--- src/rtl/t03_mem_bus_arbiter.sv ---
// Shares one single-ported memory bus between instruction fetch and data load/store.
// Data accesses in the top-of-address IO window are served by the IO block instead.
module t03_mem_bus_arbiter #(
   parameter logic [31:0] IO_BASE = 32'hFFFF_FFFC,
   parameter int          TIMEOUT = 255,
   parameter int          CNT_W   = 8
) (
   input  logic        clk,
   input  logic        rst,
   input  logic        i_req,
   input  logic [31:0] i_addr,
   output logic [31:0] i_rdata,
   output logic        i_ack,
   input  logic        d_read,
   input  logic        d_write,
   input  logic [31:0] d_addr,
   input  logic [31:0] d_wdata,
   output logic [31:0] d_rdata,
   output logic        d_ack,
   output logic        err,
   output logic        bus_read,
   output logic        bus_write,
   output logic [31:0] bus_addr,
   output logic [31:0] bus_wdata,
   input  logic [31:0] bus_rdata,
   input  logic        bus_busy,
   output logic        io_sel,
   input  logic [31:0] io_rdata,
   output logic        stall
);

   typedef enum logic [2:0] {
      IDLE   = 3'd0,
      ISSUE  = 3'd1,
      WAIT   = 3'd2,
      IO_ACC = 3'd3,
      DONE   = 3'd4
   } state_t;

   state_t           state_r;
   logic             last_data_r;
   logic             grant_data_r;
   logic             write_r;
   logic [CNT_W-1:0] cnt_r;

   logic data_req_s;
   logic io_hit_s;
   logic data_win_s;
   logic own_req_s;
   logic tmo_s;
   logic issue_s;

   // Request decode; the strobe is gated by bus_busy so it never fires into a busy bus
   always_comb begin
      data_req_s = d_read | d_write;
      io_hit_s   = data_req_s & (d_addr >= IO_BASE);
      data_win_s = data_req_s & (~i_req | ~last_data_r);
      own_req_s  = grant_data_r ? data_req_s : i_req;
      tmo_s      = (cnt_r == CNT_W'(TIMEOUT - 1));
      issue_s    = (state_r == ISSUE) & ~bus_busy;
      bus_read   = issue_s & ~write_r;
      bus_write  = issue_s & write_r;
      stall      = (i_req & ~i_ack) | (data_req_s & ~d_ack);
   end

   // Transaction sequencer: grant, issue, wait/timeout, IO access and ack
   always_ff @(posedge clk) begin
      if (rst) begin
         state_r      <= IDLE;
         last_data_r  <= 1'b0;
         grant_data_r <= 1'b0;
         write_r      <= 1'b0;
         cnt_r        <= {CNT_W{1'b0}};
         i_rdata      <= 32'h0;
         d_rdata      <= 32'h0;
         i_ack        <= 1'b0;
         d_ack        <= 1'b0;
         err          <= 1'b0;
         bus_addr     <= 32'h0;
         bus_wdata    <= 32'h0;
         io_sel       <= 1'b0;
      end else begin
         i_ack  <= 1'b0;
         d_ack  <= 1'b0;
         err    <= 1'b0;
         io_sel <= 1'b0;
         case (state_r)
            IDLE: begin
               if (io_hit_s) begin
                  grant_data_r <= 1'b1;
                  write_r      <= d_write;
                  io_sel       <= 1'b1;
                  state_r      <= IO_ACC;
               end else if (data_win_s) begin
                  grant_data_r <= 1'b1;
                  write_r      <= d_write;
                  bus_addr     <= d_addr;
                  bus_wdata    <= d_wdata;
                  state_r      <= ISSUE;
               end else if (i_req) begin
                  grant_data_r <= 1'b0;
                  write_r      <= 1'b0;
                  bus_addr     <= i_addr;
                  bus_wdata    <= 32'h0;
                  state_r      <= ISSUE;
               end else begin
                  state_r <= IDLE;
               end
            end
            ISSUE: begin
               if (!bus_busy) begin
                  state_r <= WAIT;
               end else if (tmo_s) begin
                  cnt_r   <= cnt_r + CNT_W'(1);
                  i_ack   <= own_req_s & ~grant_data_r;
                  d_ack   <= own_req_s & grant_data_r;
                  err     <= own_req_s;
                  state_r <= DONE;
               end else begin
                  cnt_r <= cnt_r + CNT_W'(1);
               end
            end
            WAIT: begin
               if (!bus_busy) begin
                  if (grant_data_r) begin
                     d_rdata <= bus_rdata;
                  end else begin
                     i_rdata <= bus_rdata;
                  end
                  i_ack   <= own_req_s & ~grant_data_r;
                  d_ack   <= own_req_s & grant_data_r;
                  state_r <= DONE;
               end else if (tmo_s) begin
                  cnt_r   <= cnt_r + CNT_W'(1);
                  i_ack   <= own_req_s & ~grant_data_r;
                  d_ack   <= own_req_s & grant_data_r;
                  err     <= own_req_s;
                  state_r <= DONE;
               end else begin
                  cnt_r <= cnt_r + CNT_W'(1);
               end
            end
            IO_ACC: begin
               if (!write_r) begin
                  d_rdata <= io_rdata;
               end else begin
                  d_rdata <= d_rdata;
               end
               d_ack   <= own_req_s;
               state_r <= DONE;
            end
            DONE: begin
               last_data_r <= grant_data_r;
               cnt_r       <= {CNT_W{1'b0}};
               state_r     <= IDLE;
            end
            default: begin
               state_r <= IDLE;
            end
         endcase
      end
   end

endmodule
--- config.mk ---
export PLATFORM = sky130hd
export DESIGN_NAME = t03_mem_bus_arbiter
export DESIGN_NICKNAME = d
export VERILOG_FILES = /design/src/rtl/t03_mem_bus_arbiter.sv
export SDC_FILE = /design/constraint.sdc
export NUM_CORES = 1
export LEC_CHECK = 0
export CAP_MARGIN = 25
export CORE_UTILIZATION = 25
export DETAILED_ROUTE_END_ITERATION = 12
export DONT_BUFFER_PORTS = 1
export MAX_ROUTING_LAYER = met4
export PLACE_DENSITY = 0.37
export RECOVER_POWER = 100
export SETUP_SLACK_MARGIN = 0.2
export SLEW_MARGIN = 20
export SYNTH_ARGS = -nofsm -noshare
export SYNTH_HDL_FRONTEND = slang
export SYNTH_SLANG_ARGS = --single-unit
--- constraint.sdc ---
create_clock -name clk -period 2 [get_ports clk]
set_input_delay 0.3 -clock clk [delete_from_list [all_inputs] [get_ports clk]]
set_output_delay 0.3 -clock clk [all_outputs]
set_load 0.03 [all_outputs]
# Word level (Yosys, flattened, before mapping)
# Cells that the tools add are included.
word_totals:
  regBits: 146
  inputBits: 166
classes:
  bitwise: 23
  n_lt_le_gt_ge: 1
  reduce_logical: 13
  n_eq_ne: 9
  n_addsub: 1
  mux: 32
op_table:
  columns: ["operator", "n"]
  rows:
  - ["32-bit 2-to-1 mux", 7]
  - ["32-bit one-hot mux with 2 select lines", 1]
  - ["32-bit >= comparator, second input constant", 1]
  - ["8-bit one-hot mux with 2 select lines", 1]
  - ["1-bit 2-to-1 mux", 15]
  - ["3-bit one-hot mux with 4 select lines", 1]
  - ["1-bit NOT", 11]
  - ["1-bit AND", 9]
  - ["3-bit 2-to-1 mux", 3]
  - ["8-bit by 1-bit adder with 8-bit output, second input constant", 1]
  - ["8-bit == test, second input constant", 1]
  - ["8-bit 2-to-1 mux", 1]
  - ["3-bit by 2-bit == test with 1-bit output, second input constant", 2]
  - ["2-bit != test, second input constant", 3]
  - ["3-bit AND reduction", 2]
  - ["2-bit nonzero test", 3]
  - ["2-bit AND reduction", 2]
  - ["4-bit AND reduction", 1]
  - ["2-bit OR reduction", 2]
  - ["4-bit OR reduction", 1]
  - ["3-bit by 1-bit == test with 1-bit output, second input constant", 1]
  - ["3-bit == test, second input constant", 1]
  - ["3-bit zero test", 1]
  - ["1-bit bitwise OR", 3]
  - ["other kinds (5)", 5]

# Depth between registers and ports, before layout
# Gate-level depths: netlist of run 1.
depth:
  word_depth: 6
  depth_mapped: 7
  mapped_depth_nobuf: 6

# Least setup slack after synthesis of run 1
# OpenSTA, ideal clock, no wires.
synth_timing:
  kind: "register to output"
  from: "register state_r[1]"
  to: "output port bus_write"
  stages_incl_launch_ff: 4
  t_arrival_ns: 1.661
  slack_ns: 0.039
  cell_sequence: "dfxtp_1 -> buf_2 -> nand2b_1 -> nor4b_1"
synth_via:
  elab_chain_len: 3
synth_rtl:
  columns: ["element", "line_no", "rtl"]
  rows:
  - ["start: declaration", "40", "state_t state_r;"]
  - ["start signal: assignment", "69", "state_r <= IDLE;"]
  - ["start signal: assignment", "93", "state_r <= IO_ACC;"]
  - ["start signal: assignment", "99", "state_r <= ISSUE;"]
  - ["3-bit by 1-bit == test with 1-bit output", "60", "issue_s = (state_r == ISSUE) & ~bus_busy;"]
  - ["1-bit AND", "60", null]
  - ["1-bit AND", "62", "bus_write = issue_s & write_r;"]
  - ["end: declaration", "22", "output logic bus_write,"]
# Every way passes these cells.

# Worst setup path after layout of run 1
layout_timing:
  from: "register state_r[2]"
  to: "register i_rdata[13]"
layout_via:
  elab_chain_len: 2
layout_rtl:
  columns: ["element", "line_no", "rtl"]
  rows:
  - ["3-bit by 2-bit == test with 1-bit output", "87", "case (state_r)"]
  - ["3-bit AND reduction (no source line)", null, null]
  - ["end signal: assignment", "128", "i_rdata <= bus_rdata;"]
  - ["end: declaration", "12", "output logic [31:0] i_rdata,"]
# Every way passes these cells.
# A chain may end at the register's enable or synchronous reset.

==> results of run 1 <==
==> placed cells by master, fill, tap and decap left out, types with 5 or more instances in the layout <==
| cell | n |
|---|---|
| mux2i_1 | 65 |
| nor2_1 | 78 |
| a221oi_1 | 32 |
| clkbuf_16 | 18 |
| mux2_2 | 32 |
| a21oi_1 | 39 |
| dfxtp_1 | 144 |
| inv_6 | 5 |
| a211oi_2 | 18 |
| nand2b_1 | 36 |
| inv_1 | 35 |
| nand4_1 | 11 |
| nand2_1 | 100 |
| nand3_1 | 5 |
| buf_4 | 10 |
| dlygate4sd3_1 | 10 |
| a211oi_1 | 15 |
==> kinds of logic after synthesis <==
logic type,after synthesis,synth area share (%)
AOI/OAI and AO/OA,121,15.1
xor gates and xnor gates,5,0.660
adders and majority gates,2,0.377
buffers and inverters,91,6.55
DFF,146,44.1
muxes,97,15.2
and+or+nand+nor,259,18.0
==> cell type report <==
cell class | instances | area [µm²]
clock buffers | 17 | 425
clock inverters | 15 | 165
fillers | 2761 | 18400
inverters | 35 | 131
multi-input cells | 484 | 3290
flip-flops and latches | 146 | 2930
well taps | 335 | 419
repair buffers | 31 | 310
==> routing by layer <==
layer,GRT usage (%),share of wire [%]
met2,23.3,51
met5,-,0
met4,4.71,2.1
met3,3.87,6.7
met1,15.1,41
==> state kept, by name, indices dropped and copies added, names as in the netlist, 3 cells and up <==
register,flops
d_rdata,32
cnt_r,8
bus_wdata,32
i_rdata,32
bus_addr,32
state_r,3
==> through the flow <==
step / worst slack (ns) / cells / area, µm² / utilization (%)
floorplan: 0.399 / 721 / 6640 / -
global placement: 0.0721 / 1020 / 6980 / 26.8
detailed placement: 0.0157 / 1020 / 6980 / 26.8
CTS: 0.207 / 1061 / 7700 / 29.6
global route: 0.105 / 1063 / 7670 / 29.5
finish: 0.197 / 1063 / 7670 / 29.5
==> how the worst min path moves through the flow <==
stage,startpoint,end,slack (ns),cells after the start
2_1_floorplan,bus_rdata[19],i_rdata[19],0.44,2
3_3_place_gp,rst,d_rdata[5],0.39,1
3_5_place_dp,rst,d_rdata[3],0.40,1
4_1_cts,rst,d_rdata[6],-0.07,1
5_1_grt,rst,d_rdata[6],-0.07,1
6_report,rst,bus_addr[25],-0.02,1
==> where the power goes <==
part | internal [W] | leakage, nW | switching, W | total, W
clock | 0.00178 | 0.290 | 0.00145 | 0.00323
sequential | 0.00313 | 1.19 | 0.000576 | 0.00370
combinational | 0.000414 | 1.38 | 0.000480 | 0.000894
total | 0.00532 | 2.86 | 0.00250 | 0.00783
==> timing repair <==
item | CTS | global route
gates cloned | 0 | 1
pin swaps | 1 | 2
setup endpoints to repair | 3 | 7
hold endpoints to repair | 106 | 98
hold buffers | 9 | 1
gates resized for setup | 10 | 3
==> results.py, run 1 <==
metrics = {
    "sta": {
        "tightestPinTransition_ns": 0.926,
        "slew-limit-headroom_pct": 38.2,
        "setup_viol": 0,
        "rsz0062_at_grt": "false",
        "finalHoldViolCount": 14,
        "fin_setup_tns_ns": 0,
        "fin_skew_ns": 0.00913,
        "fin_crit_sh_pct": 90.1,
        "slew_viol_final": 0,
        "hold_slack_ns": -0.0191,
        "fmax_mhz": 555,
        "min_period_ns": 1.80,
    },
    "setup_path": {
        "cp.required_ns": 2.30,
        "crit_chain": "clkbuf_1 > or4_1 > clkbuf_4 > nand2_1 > a21oi_1",
        "endpoint_kind": "flop",
        "cp_num_cells": 5,
        "r2r_setup_slack_ns": 0.20,
        "crit_end": "i_rdata[13]",
        "crit_arrival_ns": 2.11,
        "worst-path-buf-inv": 2,
        "crit_family": "simple AND/OR/NAND/NOR gates",
        "timing.rr.end": "i_rdata[13]",
        "worst_setup_path_start_kind": "flop",
        "startpoint": "state_r[2]",
        "reg2reg_from": "state_r[2]",
        "ff2ff_path_depth": 5,
        "crit_type": "flop to flop",
        "max_stage_delay_ns": 0.49,
        "slowest_stage": "or4_1",
        "crit_fanout": 32,
    },
    "logic_synthesis": {
        "syn_nets": 889,
        "synth_cells": 721,
        "ys_ff_latch": 146,
        "synth.avg_cell_area_um2": 9.20,
        "synthFlopType": "dfxtp_1",
        "synthArstFlopShare_pct": 0,
        "synth.most_common_cell": "dfxtp_1",
        "synth_cell_types": 47,
        "synth_area_leader_cell": "dfxtp_1",
        "synthTopCellsByArea": "dfxtp_1, mux2i_1, nand2_1",
        "netlist_area_mm2": 0.00663,
        "ys_top_cells_by_count": "dfxtp_1, nand2_1, nor2_1",
        "yosysSeqAreaShare_pct": 44.1,
        "netlist.area_leader.share_pct": 44.1,
        "synth_edf_count": 0,
        "synth_warnings": 0,
    },
    "placement": {
        "port_buffers": 0,
        "hpwl_mm": 13.4,
        "gp_congestion": 0.762,
    },
    "die": {
        "die-width_um": 165,
        "dieArea_mm2": 0.0272,
        "start_util_pct": 25.4,
        "die_height_um": 165,
        "io_pins": 301,
        "design.core.area_mm2": 0.0261,
        "rows": 59,
    },
    "clock_tree": {
        "htreeDepth": 4,
        "clockRootBuffer": "clkbuf_16",
        "cts_buffers": 17,
        "cts.sinks": 146,
        "cts_tree": "built",
        "clockBufferDepth": 2,
        "clkLatencyLatePin_ns": 0.42,
        "path_clk_slew_ns": 0.07,
        "cts_setup_buffers": 0,
    },
    "global_route": {
        "grt_pass1_wl_mm": 27.4,
        "grt_pass1_vias": 5070,
        "grt_max_degree": 136,
        "grt_usage_pct": 13.6,
        "antenna_found_initial": 0,
        "overflow": 0,
    },
    "power": {
        "ir_worst_vdd_mv": 0.438,
        "finalPower_w": 0.00783,
        "cellLeakagePower_nw": 2.86,
        "power_density_mw_per_mm2": 1020,
    },
    "detailed_routing": {
        "avgViaCountPerCell": 4.82,
        "wl_mm": 19.2,
        "wl_per_cell_um": 18.1,
        "final_antenna_net_count": 0,
        "first_iter_violations": 237,
        "first_pass_iters": 4,
        "drc": 0,
        "vias": 5123,
    },
    "cells_and_area": {
        "drive_above_1_share_pct": 16.1,
        "diodes": 0,
        "final_nets": 883,
        "syn2layout_area_growth_pct": 15.8,
    },
    "hold_path": {
        "hold_path.class": "input pin to flop",
    },
    "flow_run": {
        "maxCapViolCount": 0,
    },
    "outcome": {
        "status": "finished with violations",
        "violations": "negative hold slack",
    },
}
No activity file was read; power rests on OpenSTA's default activity.
==> inputs of run 2 (changes only) <==
--- a/config.mk
+++ b/config.mk
@@ -6,11 +6,12 @@
 export NUM_CORES = 1
 export LEC_CHECK = 0
 export CAP_MARGIN = 25
-export CORE_UTILIZATION = 25
+export CORE_UTILIZATION = 35
+export CTS_BUF_LIST = sky130_fd_sc_hd__clkbuf_8
 export DETAILED_ROUTE_END_ITERATION = 12
 export DONT_BUFFER_PORTS = 1
 export MAX_ROUTING_LAYER = met4
-export PLACE_DENSITY = 0.37
+export PLACE_DENSITY = 0.48
 export RECOVER_POWER = 100
 export SETUP_SLACK_MARGIN = 0.2
 export SLEW_MARGIN = 20
==> run 2 against run 1 <==
  * The run still ends with negative hold slack left
  * Highest routed layer unchanged
  * Routed wire length down 5.5%
  * Combinational power is 3.8% higher
  * First-iteration DRC count up 14%
  * Die area down 28%
  * Non-clock buffer count increased by 34
  * Sequential share of layout area fell by 0.35 points
  * Largest power group unchanged
==> results.py, run 2 (synthesized netlist as in run 1, its figures left out) <==
metrics = {
    "cells_and_area": {
        "syn2layout_area_growth_pct": 16.9,
        "drive_above_1_share_pct": 15.8,
        "final_cell_mix": "dfxtp_1, nand2_1, nor2_1, mux2i_1, dlygate4sd3_1",
        "final_cells": 990,
        "n_fill_cell": 1808,
        "regArea_mm2": 0.00293,
        "final_common_cell": "dfxtp_1",
        "multi_input_area_mm2": 0.00330,
        "diodes": 0,
        "final_nets": 917,
    },
    "sta": {
        "fin_crit_sh_pct": 88.4,
        "slew-limit-headroom_pct": 38.5,
        "fin_skew_ns": 0.0144,
        "hold_slack_ns": -0.0355,
        "fin_ws_ns": 0.233,
        "min_period_ns": 1.77,
        "finalHoldViolCount": 18,
        "slew_viol_final": 0,
        "fmax_mhz": 566,
        "fin_setup_tns_ns": 0,
        "rsz0062_at_grt": "false",
        "tightestPinTransition_ns": 0.921,
        "setup_viol": 0,
    },
    "die": {
        "die-width_um": 140,
        "start_util_pct": 36.3,
        "rows": 49,
        "dieArea_mm2": 0.0195,
        "die_height_um": 140,
        "io_pins": 301,
        "design.core.area_mm2": 0.0183,
    },
    "outcome": {
        "status": "finished with violations",
        "violations": "negative hold slack",
    },
    "detailed_routing": {
        "first_pass_iters": 7,
        "drc": 0,
        "wl_per_cell_um": 18.4,
        "wl_mm": 18.2,
        "final_antenna_net_count": 0,
        "avgViaCountPerCell": 5.36,
        "vias": 5303,
        "first_iter_violations": 270,
    },
    "power": {
        "power_density_mw_per_mm2": 938,
        "ir_worst_vdd_mv": 0.368,
        "cellLeakagePower_nw": 2.94,
    },
    "placement": {
        "dp_slack_ns": 0.116,
        "dp_cells": 914,
        "hpwl_mm": 12.5,
        "port_buffers": 0,
        "gp_congestion": 0.808,
    },
    "setup_path": {
        "crit_arrival_ns": 2.12,
        "crit_fanout": 34,
        "crit_family": "compound AO/OA/AOI/OAI gates",
        "max_stage_delay_ns": 0.39,
        "slowest_stage": "dfxtp_4",
        "endpoint_kind": "flop",
        "worst-path-buf-inv": 1,
        "worst_setup_path_start_kind": "flop",
        "crit_type": "flop to flop",
        "cp.required_ns": 2.35,
        "crit_chain": "or3b_1 > a21oi_2 > buf_12 > nor2_1 > a211oi_1",
    },
    "global_route": {
        "grt_usage_pct": 19.0,
        "grt_pass1_vias": 5360,
        "antenna_found_initial": 0,
        "grt_pass1_wl_mm": 28.2,
        "overflow": 0,
        "grt_max_degree": 136,
    },
    "clock_tree": {
        "clockRootBuffer": "clkbuf_8",
        "clkLatencyLatePin_ns": 0.44,
        "cts_buffers": 17,
        "path_clk_slew_ns": 0.08,
        "cts_tree": "built",
        "clockBufferDepth": 2,
        "htreeDepth": 4,
        "cts.sinks": 146,
    },
    "hold_path": {
        "hold_path.class": "input pin to flop",
    },
    "flow_run": {
        "maxCapViolCount": 0,
    },
}
==> run 2: path summary, 6_finish.rpt <==
| check | start | cells past startpoint | to | slack [ns] |
|---|---|---|---|---|
| max | state_r[0] | 5 | d_rdata[11] | 0.23 |
| min | rst | 1 | err | -0.04 |
| max reg2reg | state_r[0] | 5 | d_rdata[11] | 0.23 |
| min reg2reg | cnt_r[4] | 2 | cnt_r[4] | 0.50 |
==> run 2: per-layer routing <==
metal  part of all wire, %  vias up  global-route usage (%)
met2                    50      227                    31.9
met3                   7.9       34                    6.16
met4                   2.2        0                    7.29
met1                    40     2493                    21.0
li1                      -     2549                       -
met5                     0        -                       -
==> run 2: report_power, final <==
group          internal, W  switching (W)
logic             0.000452       0.000476
clock network      0.00148        0.00116
registers          0.00313       0.000576
==> run 2: layout make-up <==
class	count	share of cell area [%]
inverter	35	1.70
clock inverter	14	2.74
multi-input combinational	484	42.5
clock buffer	17	3.02
tap	229	3.70
timing repair buffer	65	8.49
sequential	146	37.8
==> run 2: what timing repair did <==
| action | in CTS | in global routing |
|---|---|---|
| resized for setup | 5 | 4 |
| endpoints found under the setup margin | 2 | 32 |
| endpoints found under the hold margin | 131 | 98 |
| setup buffers | 0 | 1 |
| hold buffers | 33 | 11 |
==> run 2: worst reg2reg max path, stage by stage (launching register included) <==
cell	delay (ns)
dfxtp_4	0.39
or3b_1	0.39
a21oi_2	0.35
buf_12	0.26
nor2_1	0.07
a211oi_1	0.22
==> run 2: metrics by stage <==
step / hold slack, ns / area [µm²] / util (%) / total power (W)
after detailed placement: 0.390 / 6880 / 37.6 / 0.00464
after CTS: -0.109 / 7670 / 42.0 / 0.00735
after global placement: 0.390 / 6880 / 37.6 / 0.00461
final: -0.0355 / 7750 / 42.4 / 0.00727
after global routing: -0.104 / 7750 / 42.4 / 0.00763
after floorplan: 0.436 / 6640 / - / 0.00446
==> inputs of run 3 (changes only) <==
--- a/config.mk
+++ b/config.mk
@@ -13,6 +13,7 @@
 export MAX_ROUTING_LAYER = met4
 export PLACE_DENSITY = 0.48
 export RECOVER_POWER = 100
+export REMOVE_ABC_BUFFERS = 1
 export SETUP_SLACK_MARGIN = 0.2
 export SLEW_MARGIN = 20
 export SYNTH_ARGS = -nofsm -noshare
==> run 3 against run 2 <==
  * The run still ends with negative hold slack left
  * Critical endpoint is now bus_write
  * Combinational power decreased by 0.6%
  * Global-route usage decreased by 0.72 points
  * Power down 0.77%
  * Sequential power about the same
==> results.py, run 3 (synthesized netlist as in run 1, its figures left out) <==
metrics = {
    "cells_and_area": {
        "final_cell_mix": "dfxtp_1, nand2_1, nor2_1, mux2i_1, a21oi_1",
        "final_common_cell": "dfxtp_1",
        "drive_above_1_share_pct": 15.0,
        "syn2layout_area_growth_pct": 15.0,
        "diodes": 0,
        "final_nets": 910,
        "design_area_mm2": 0.00762,
    },
    "clock_tree": {
        "cts.sinks": 146,
        "cts_hold_buf": 38,
        "path_clk_slew_ns": 0.08,
        "htreeDepth": 4,
        "clockBufferDepth": 2,
        "cts_buffers": 17,
        "cts_tree": "built",
        "clkLatencyLatePin_ns": 0.46,
        "clockRootBuffer": "clkbuf_8",
    },
    "global_route": {
        "overflow": 0,
        "antenna_found_initial": 0,
        "grt_max_degree": 136,
        "grt_usage_pct": 18.3,
        "grt_pass1_vias": 5127,
        "grt_pass1_wl_mm": 27.1,
    },
    "placement": {
        "port_buffers": 0,
        "hpwl_mm": 11.8,
        "gp_congestion": 0.764,
        "placed_area_mm2": 0.00682,
    },
    "sta": {
        "min_period_ns": 1.79,
        "fin_skew_ns": 0.0159,
        "rsz0062_at_grt": "false",
        "slew-limit-headroom_pct": 33.4,
        "slew_viol_final": 0,
        "fmax_mhz": 559,
        "tightestPinTransition_ns": 0.998,
        "fin_setup_tns_ns": 0,
        "fin_crit_sh_pct": 89.4,
        "hold_slack_ns": -0.0429,
        "finalHoldViolCount": 51,
        "setup_viol": 0,
    },
    "flow_run": {
        "maxCapViolCount": 0,
    },
    "die": {
        "die-width_um": 140,
        "start_util_pct": 36.3,
        "design.core.area_mm2": 0.0183,
        "rows": 49,
        "io_pins": 301,
        "die_height_um": 140,
        "dieArea_mm2": 0.0195,
    },
    "setup_path": {
        "worst_setup_path_start_kind": "flop",
        "ff2ff_path_depth": 5,
        "cp.required_ns": 1.70,
        "crit_fanout": 10,
        "r2r_setup_slack_ns": 0.25,
        "timing.rr.end": "i_rdata[21]",
        "crit_type": "flop to output pin",
        "crit_chain": "nand2b_4 > nor4b_2 > clkbuf_2",
        "crit_arrival_ns": 1.49,
        "max_stage_delay_ns": 0.46,
        "reg2reg_from": "state_r[0]",
        "startpoint": "state_r[0]",
        "endpoint_kind": "output pin",
        "slowest_stage": "dfxtp_2",
        "crit_end": "bus_write",
    },
    "outcome": {
        "violations": "negative hold slack",
        "status": "finished with violations",
    },
    "hold_path": {
        "hold_path.class": "input pin to flop",
        "hold_path.startpoint": "rst",
    },
    "detailed_routing": {
        "avgViaCountPerCell": 5.32,
        "drc": 0,
        "wl_per_cell_um": 18.4,
        "vias": 5231,
        "final_antenna_net_count": 0,
        "first_iter_violations": 129,
        "wl_mm": 18.1,
        "first_pass_iters": 4,
    },
    "power": {
        "p_int_w": 0.00494,
        "power.share.switching_pct": 31.5,
        "cellLeakagePower_nw": 2.87,
        "power_density_mw_per_mm2": 946,
        "combPwrFrac_pct": 12.8,
        "pwr-share-seq_pct": 51.2,
        "switchingPower_w": 0.00227,
        "ir_worst_vdd_mv": 0.399,
        "clockPowerShare_pct": 36.0,
    },
}
==> run 3: worst min path at each step <==
stage                              to  cells past startpoint
after floorplan           d_rdata[10]                      1
after global placement    d_rdata[12]                      1
after detailed placement  d_rdata[12]                      1
after CTS                 d_rdata[14]                      1
after global routing      d_rdata[12]                      1
final                     d_rdata[12]                      1
==> run 3: power by group through the flow <==
| stage | Sequential (W) | Combinational [W] | Clock (W) |
|---|---|---|---|
| 2_1_floorplan | 0.00371 | 0.000676 | 0 |
| 3_3_place_gp | 0.00377 | 0.000839 | 0 |
| 3_5_place_dp | 0.00377 | 0.000866 | 0 |
| 4_1_cts | 0.00370 | 0.000930 | 0.00268 |
| 5_1_grt | 0.00372 | 0.00102 | 0.00280 |
| 6_report | 0.00369 | 0.000922 | 0.00259 |
==> run 3: timing repair <==
item	CTS	global route
cloned	0	2
buffers inserted	0	1
hold endpoints to repair	131	98
resized for setup	5	3
endpoints found under the setup margin	3	6
==> run 3: final cells by class <==
class | instances | area, µm²
clock buffers | 17 | 234
flip-flops and latches | 146 | 2930
clock inverters | 15 | 203
well taps | 229 | 287
fillers | 1836 | 10600
repair buffers | 58 | 589
multi-input cells | 484 | 3250
inverters | 35 | 131
==> run 3: critical path, delay by kind of cell (launching register included) <==
kind                   cells  cell delay, ns
buffers and inverters      1            0.26
AND/OR/NAND/NOR            2            0.31
flip-flops                 1            0.46
==> run 3: per-layer routing <==
metal	GRT usage, %	part of all wire (%)	up-vias
met5	-	0	-
met4	6.54	1.6	0
met3	5.99	7.0	20
met2	30.8	50	201
met1	20.3	41	2482
li1	-	-	2528
==> run 3: per-stage QoR <==
step                      setup slack [ns]  util [%]  cells  power [W]
final                                0.212      41.7    984    0.00721
after global routing                 0.123      41.7    984    0.00754
after CTS                            0.201      41.9    981    0.00731
after detailed placement             0.157      37.3    911    0.00463
after global placement               0.184      37.3    911    0.00460
after floorplan                      -1.27         -    665    0.00438
